[src/rtl/keypad_timebase_pkg.sv]
`default_nettype none
// ============================================================================
//  Module   : keypad_timebase_pkg
//  Purpose  : Shared definitions for the keypad front end and timebase:
//             key FSM state encoding, a constant clog2 helper and the
//             default parameter values.
//  Revision : 1.0  initial release
// ============================================================================
package keypad_timebase_pkg;

    localparam int c_NUM_KEYS_DEFAULT     = 10;
    localparam int c_CODE_W_DEFAULT       = 4;
    localparam int c_DEBOUNCE_CYC_DEFAULT = 4;
    localparam int c_CLK_DIV_DEFAULT      = 100;

    typedef enum logic [1:0] {
        IDLE     = 2'd0,
        DEBOUNCE = 2'd1,
        HELD     = 2'd2,
        RELEASE  = 2'd3
    } key_state_t;

    // Ceiling log2, usable in constant expressions (register widths).
    function automatic int clog2(input int value);
        int r;
        r = 0;
        for (int i = 0; i < 31; i++) begin
            if ((1 << i) < value) begin
                r = i + 1;
            end
        end
        return r;
    endfunction

endpackage
`default_nettype wire

[src/rtl/keypad_timebase_tick_divider.sv]
`default_nettype none
// ============================================================================
//  Module   : keypad_timebase_tick_divider
//  Purpose  : Periodic tick generator. While run is high, emits a one-cycle
//             tick after every CLK_DIV consecutive running edges. Dropping
//             run discards the partial count.
//  Ports    : clk   - system clock
//             reset - synchronous active-high reset
//             run   - 1 = count, 0 = hold count at zero
//             tick  - registered one-cycle pulse
//  Revision : 1.0  initial release
// ============================================================================
module keypad_timebase_tick_divider
    import keypad_timebase_pkg::*;
#(
    parameter int CLK_DIV = c_CLK_DIV_DEFAULT
) (
    input  logic clk,
    input  logic reset,
    input  logic run,
    output logic tick
);

    localparam int               c_CNT_W = clog2(CLK_DIV + 1);
    localparam logic [c_CNT_W-1:0] c_LAST = c_CNT_W'(CLK_DIV - 1);

    logic [c_CNT_W-1:0] r_count;
    logic               r_tick;

    always_ff @(posedge clk) begin
        if (reset) begin
            r_count <= '0;
            r_tick  <= 1'b0;
        end else if (!run) begin
            r_count <= '0;
            r_tick  <= 1'b0;
        end else if (r_count == c_LAST) begin
            // With CLK_DIV=1 this branch is taken every edge: tick stays high.
            r_count <= '0;
            r_tick  <= 1'b1;
        end else begin
            r_count <= r_count + 1'b1;
            r_tick  <= 1'b0;
        end
    end

    assign tick = r_tick;

endmodule
`default_nettype wire

[src/rtl/keypad_timebase.sv]
`default_nettype none
// ============================================================================
//  Module   : keypad_timebase
//  Purpose  : Keypad front end and countdown timebase for the microwave
//             controller. Synchronises and debounces a one-hot keypad,
//             encodes the accepted key, and generates the countdown tick
//             while the timer runs.
//  Ports    : clk       - system clock
//             reset     - synchronous active-high reset
//             keyboard  - raw asynchronous key lines, 1 = pressed
//             enablen   - 0 = timer running (keys ignored), 1 = entry mode
//             key_code  - binary index of the last accepted key
//             key_valid - one-cycle strobe on a newly accepted key
//             loadn     - low while the accepted key is held
//             multi_key - high while the candidate sample has >1 key set
//             p_tick    - one-cycle pulse every CLK_DIV running cycles
//  Revision : 1.0  initial release
// ============================================================================
module keypad_timebase
    import keypad_timebase_pkg::*;
#(
    parameter int NUM_KEYS     = c_NUM_KEYS_DEFAULT,
    parameter int CODE_W       = c_CODE_W_DEFAULT,
    parameter int DEBOUNCE_CYC = c_DEBOUNCE_CYC_DEFAULT,
    parameter int CLK_DIV      = c_CLK_DIV_DEFAULT
) (
    input  logic                clk,
    input  logic                reset,
    input  logic [NUM_KEYS-1:0] keyboard,
    input  logic                enablen,
    output logic [CODE_W-1:0]   key_code,
    output logic                key_valid,
    output logic                loadn,
    output logic                multi_key,
    output logic                p_tick
);

    localparam int                 c_CNT_W = clog2(DEBOUNCE_CYC + 1);
    localparam logic [c_CNT_W-1:0] c_DEB   = c_CNT_W'(DEBOUNCE_CYC);
    localparam logic [c_CNT_W-1:0] c_ONE   = c_CNT_W'(1);

    logic [NUM_KEYS-1:0] r_sync1;
    logic [NUM_KEYS-1:0] r_sync2;
    logic [NUM_KEYS-1:0] r_cand;
    logic [c_CNT_W-1:0]  r_cnt;
    key_state_t          r_state;
    logic [CODE_W-1:0]   r_key_code;
    logic                r_key_valid;
    logic                r_loadn;
    logic                r_multi_key;

    logic                w_s_any;
    logic                w_s_multi;

    // Lowest set index wins when several keys are down.
    function automatic logic [CODE_W-1:0] lowest_index(input logic [NUM_KEYS-1:0] v);
        logic [CODE_W-1:0] r;
        r = '0;
        for (int i = NUM_KEYS - 1; i >= 0; i--) begin
            if (v[i]) begin
                r = CODE_W'(i);
            end
        end
        return r;
    endfunction

    assign w_s_any   = |r_sync2;
    // Clearing the lowest set bit leaves something only if >1 bit was set.
    assign w_s_multi = |(r_sync2 & (r_sync2 - NUM_KEYS'(1)));

    always_ff @(posedge clk) begin
        if (reset) begin
            r_sync1     <= '0;
            r_sync2     <= '0;
            r_cand      <= '0;
            r_cnt       <= '0;
            r_state     <= IDLE;
            r_key_code  <= '0;
            r_key_valid <= 1'b0;
            r_loadn     <= 1'b1;
            r_multi_key <= 1'b0;
        end else begin
            r_sync1     <= keyboard;
            r_sync2     <= r_sync1;
            r_key_valid <= 1'b0;

            if (!enablen) begin
                // Timer running: keypad is ignored, key_code keeps its value.
                r_state     <= IDLE;
                r_cnt       <= '0;
                r_loadn     <= 1'b1;
                r_multi_key <= 1'b0;
            end else begin
                case (r_state)
                    IDLE: begin
                        r_loadn     <= 1'b1;
                        r_multi_key <= 1'b0;
                        if (w_s_any) begin
                            r_state     <= DEBOUNCE;
                            r_cand      <= r_sync2;
                            r_cnt       <= c_ONE;
                            r_multi_key <= w_s_multi;
                        end
                    end
                    DEBOUNCE: begin
                        if (!w_s_any) begin
                            r_state     <= IDLE;
                            r_multi_key <= 1'b0;
                        end else if (r_sync2 != r_cand) begin
                            r_cand      <= r_sync2;
                            r_cnt       <= c_ONE;
                            r_multi_key <= w_s_multi;
                        end else if (r_cnt == c_DEB) begin
                            // Enough matching samples: accept the key.
                            r_state     <= HELD;
                            r_key_valid <= 1'b1;
                            r_key_code  <= lowest_index(r_cand);
                            r_loadn     <= 1'b0;
                        end else begin
                            r_cnt <= r_cnt + 1'b1;
                        end
                    end
                    HELD: begin
                        // Changes to which keys are down are ignored until release.
                        if (!w_s_any) begin
                            r_state <= RELEASE;
                            r_cnt   <= c_ONE;
                        end
                    end
                    RELEASE: begin
                        if (w_s_any) begin
                            // Release glitch: resume holding without a new strobe.
                            r_state <= HELD;
                        end else if (r_cnt == c_DEB) begin
                            r_state     <= IDLE;
                            r_loadn     <= 1'b1;
                            r_multi_key <= 1'b0;
                        end else begin
                            r_cnt <= r_cnt + 1'b1;
                        end
                    end
                    default: begin
                        r_state <= IDLE;
                    end
                endcase
            end
        end
    end

    keypad_timebase_tick_divider #(
        .CLK_DIV (CLK_DIV)
    ) u_tick_divider (
        .clk   (clk),
        .reset (reset),
        .run   (~enablen),
        .tick  (p_tick)
    );

    assign key_code  = r_key_code;
    assign key_valid = r_key_valid;
    assign loadn     = r_loadn;
    assign multi_key = r_multi_key;

endmodule
`default_nettype wire

[config.mk]
export PLATFORM = sky130hd
export DESIGN_NAME = keypad_timebase
export DESIGN_NICKNAME = d
export VERILOG_FILES = /design/src/rtl/keypad_timebase_pkg.sv /design/src/rtl/keypad_timebase_tick_divider.sv /design/src/rtl/keypad_timebase.sv
export SDC_FILE = /design/constraint.sdc
export NUM_CORES = 1
export LEC_CHECK = 0
export ABC_AREA = 1
export BUFFER_PORTS_ARGS = -buffer_cell sky130_fd_sc_hd__buf_2
export CORE_MARGIN = 2
export CORE_UTILIZATION = 53
export CTS_CLUSTER_DIAMETER = 150
export DETAILED_ROUTE_END_ITERATION = 10
export GPL_TIMING_DRIVEN = 0
export MAX_ROUTING_LAYER = met4
export PLACE_DENSITY_LB_ADDON = 0.2
export SLEW_MARGIN = 20
export SYNTH_ARGS = -nofsm -noshare
export SYNTH_HDL_FRONTEND = slang
export SYNTH_HIERARCHICAL = 1
export SYNTH_SLANG_ARGS = --single-unit
[constraint.sdc]
create_clock -name clk -period 1.2 [get_ports clk]
set_input_delay 0.12 -clock clk [delete_from_list [all_inputs] [get_ports clk]]
set_output_delay 0.12 -clock clk [all_outputs]
set_load 0.01 [all_outputs]
==> results.cfg <==
[timing]
rsz0062_at_grt = true
finClkSkew_ns = 0.00718
hold_viol = 0
fmax_mhz = 682
setup-tns-final_ns = -4.47
fin_crit_ns = 1.47
holdWs_ns = 0.00782
setup_viol = 22
worst_pin_slew_ns = 0.724
slew_headroom_pct = 51.7
setup_ws_ns = -0.265
fin_crit_sh_pct = 122
slew_viol_final = 0

[synthesis]
synth_edf_count = 0
yosysSeqAreaShare_pct = 41.5
async_reset_ff_share_pct = 0
ys_ff_latch = 50
syn_nets = 352
synth_flop_cell = dfxtp_1
syn_area_mm2 = 0.00241
yosysWarnings = 6
synth_cells = 336
synth_cell_types = 30
syn_avg_cell_area_um2 = 7.17

[die]
die-area_mm2 = 0.00510
io_pins = 21
die_y_um = 71.4
coreArea_mm2 = 0.00435
rows = 24
start_util_pct = 55.3
die_w_um = 71.4

[drt]
vias = 2051
final_antenna_net_count = 0
avgViaCountPerCell = 4.86
wire_per_inst_um = 11.1
dr.first_iter.drc_count = 89
first_pass_iters = 4
wl_um = 4680
drc = 0

[cts]
cts_root_buf = clkbuf_8
clkLatencyLatePin_ns = 0.30
clk_pin_slew_worst_paths_ns = 0.09
numClockSinks = 50
clock_path_buffers = 2
cts.htree.levels = 2
numCtsBuffers = 5
cts_tree = built

[global_route]
grt_start_max_net_pins = 17
grt_pass1_vias = 1941
overflow = 0
antenna_found_initial = 0
track_usage_pct = 20.7
grt_pass1_wl_um = 8170

[final_layout]
final_layout_size_suffix_gt1_share_pct = 34.1
diodes = 0
fin_util_pct = 67.5
area_delta_synth_final_pct = 22.0
fin_nets = 385

[placement]
hpwl_um = 3270
port_buffers = 20
gp_congestion = 0.813

[critical_path]
start_kind = flip-flop
worstPathRequired_ns = 1.45
end_kind = flip-flop
crit_arrival_ns = 1.72
criticalPathCategory = reg2reg
path_max_fanout = 4

[job]
max_cap_viol_count = 0

[power]
cellPowerDensity_mw_per_mm2 = 1180
p_leak_uw = 0.00135
vdd_drop_max_mv = 1.16

[run_status]
violations = negative setup slack
outcome = finished, violations left

[worst_hold_path]
hold_class = in2reg
==> layout make-up <==
type	count	area [µm²]
tap	52	65.1
timing repair buffer	26	150
clock buffer	6	82.6
clock inverter	2	17.5
multi-input combinational	223	1310
buffer	5	36.3
fill	362	1410
sequential	50	1050
inverter	58	226
==> worst max-delay path: stages (launching register included) <==
cell     delay, ns
dfxtp_4       0.37
xnor2_2       0.17
nand2_2       0.08
nor2_4        0.19
nand3_4       0.12
nor2_4        0.19
nand3_4       0.12
inv_4         0.09
nand2_2       0.04
nand2_1       0.05
==> where the power goes <==
group          switching (µW)  leakage (µW)  internal, µW  total (µW)
Sequential               74.2      0.000420          1720        1800
Combinational             391      0.000877           253         643
Clock                     553     0.0000514           475        1030
==> metrics by stage <==
| step | total power, µW | cell area, µm² | cells | setup slack [ns] |
|---|---|---|---|---|
| finish | 3470 | 2940 | 422 | -0.265 |
| floorplan | 2260 | 2440 | 336 | -0.0856 |
| global placement | 2360 | 2610 | 408 | -0.491 |
| global route | 3640 | 2940 | 422 | -0.371 |
| CTS | 3450 | 2810 | 420 | -0.220 |
| detailed placement | 2380 | 2610 | 408 | -0.478 |
==> layout by cell type (no fill, tap or decap), types with 6 or more instances in the layout <==
cell / count
o21ai_0: 7
a21oi_1: 6
dfxtp_2: 11
nor2_1: 54
a21oi_2: 8
nand3_1: 13
buf_2: 21
dfxtp_4: 9
nand2_1: 58
nand2_4: 7
o21ai_1: 10
dfxtp_1: 30
nand2_2: 16
inv_2: 9
clkbuf_8: 6
inv_1: 46
nor2_4: 8
==> path summary, 6_finish.rpt <==
| check | depth (start not counted) | start | slack, ns | end |
|---|---|---|---|---|
| worst max-delay path | 9 | r_cand[6] | -0.27 | key_code[2] |
| worst min-delay path | 3 | keyboard[7] | 0.008 | r_sync1[7] |
| worst max register to register | 9 | r_cand[6] | -0.27 | key_code[2] |
| worst min register to register | 2 | r_sync1[5] | 0.39 | r_sync2[5] |
==> flip-flops by register name (all words and copies together) (netlist names), named ones only <==
| name | count |
|---|---|
| multi_key | 1 |
| r_sync2 | 10 |
| loadn | 1 |
| r_sync1 | 10 |
| r_cand | 10 |
| u_tick_divider/r_count | 7 |
| u_tick_divider/tick | 1 |
| r_state | 1 |
| key_valid | 1 |
| r_cnt | 3 |
| key_code | 4 |
==> synth_stat cells, types with 2 or more instances <==
| master | number | area, µm² |
|---|---|---|
| nand2_1 | 71 | 267 |
| nor2_1 | 57 | 214 |
| inv_1 | 53 | 199 |
| dfxtp_1 | 50 | 1000 |
| nand3_1 | 16 | 80.1 |
| o21ai_1 | 10 | 50.1 |
| o21ai_0 | 9 | 45.0 |
| a21oi_2 | 8 | 70.1 |
| a21oi_1 | 6 | 30.0 |
| nand2_2 | 6 | 37.5 |
| nor2_2 | 6 | 37.5 |
| inv_2 | 4 | 15.0 |
| nand2_4 | 4 | 45.0 |
| nand3_2 | 4 | 40.0 |
| nor2_4 | 4 | 45.0 |
| xnor2_1 | 4 | 35.0 |
| xor2_1 | 4 | 35.0 |
| clkbuf_1 | 3 | 11.3 |
| ha_1 | 3 | 37.5 |
| o21bai_1 | 3 | 22.5 |
| nand4_1 | 2 | 12.5 |
==> layer usage <==
layer	part of all wire, %	track usage (%)	vias to the layer above
li1	-	-	1099
met1	47	24.7	899
met2	48	34.2	46
met3	3.9	3.80	7
met4	1.8	8.81	0
met5	0	-	-
==> what timing repair did <==
item | 4_1_cts | 5_1_grt
gates resized for setup | 21 | 39
hold buffers | 2 | 0
pin swaps | 12 | 10
hold endpoints to repair | 2 | 0
gates cloned | 0 | 0
setup buffers | 2 | 2
endpoints found under the setup margin | 22 | 29
==> kinds of logic (layout without fill, tap and decap cells) <==
group,count (synthesis),in the layout,share of synthesized area [%]
compound gates,38,38,9.76
xor+xnor,8,8,2.91
fa+ha+maj,3,3,1.56
buf+inv,63,97,10.5
flops,50,50,41.5
simple gates,174,174,33.7
Note: power is estimated with default switching activity, not from simulation.
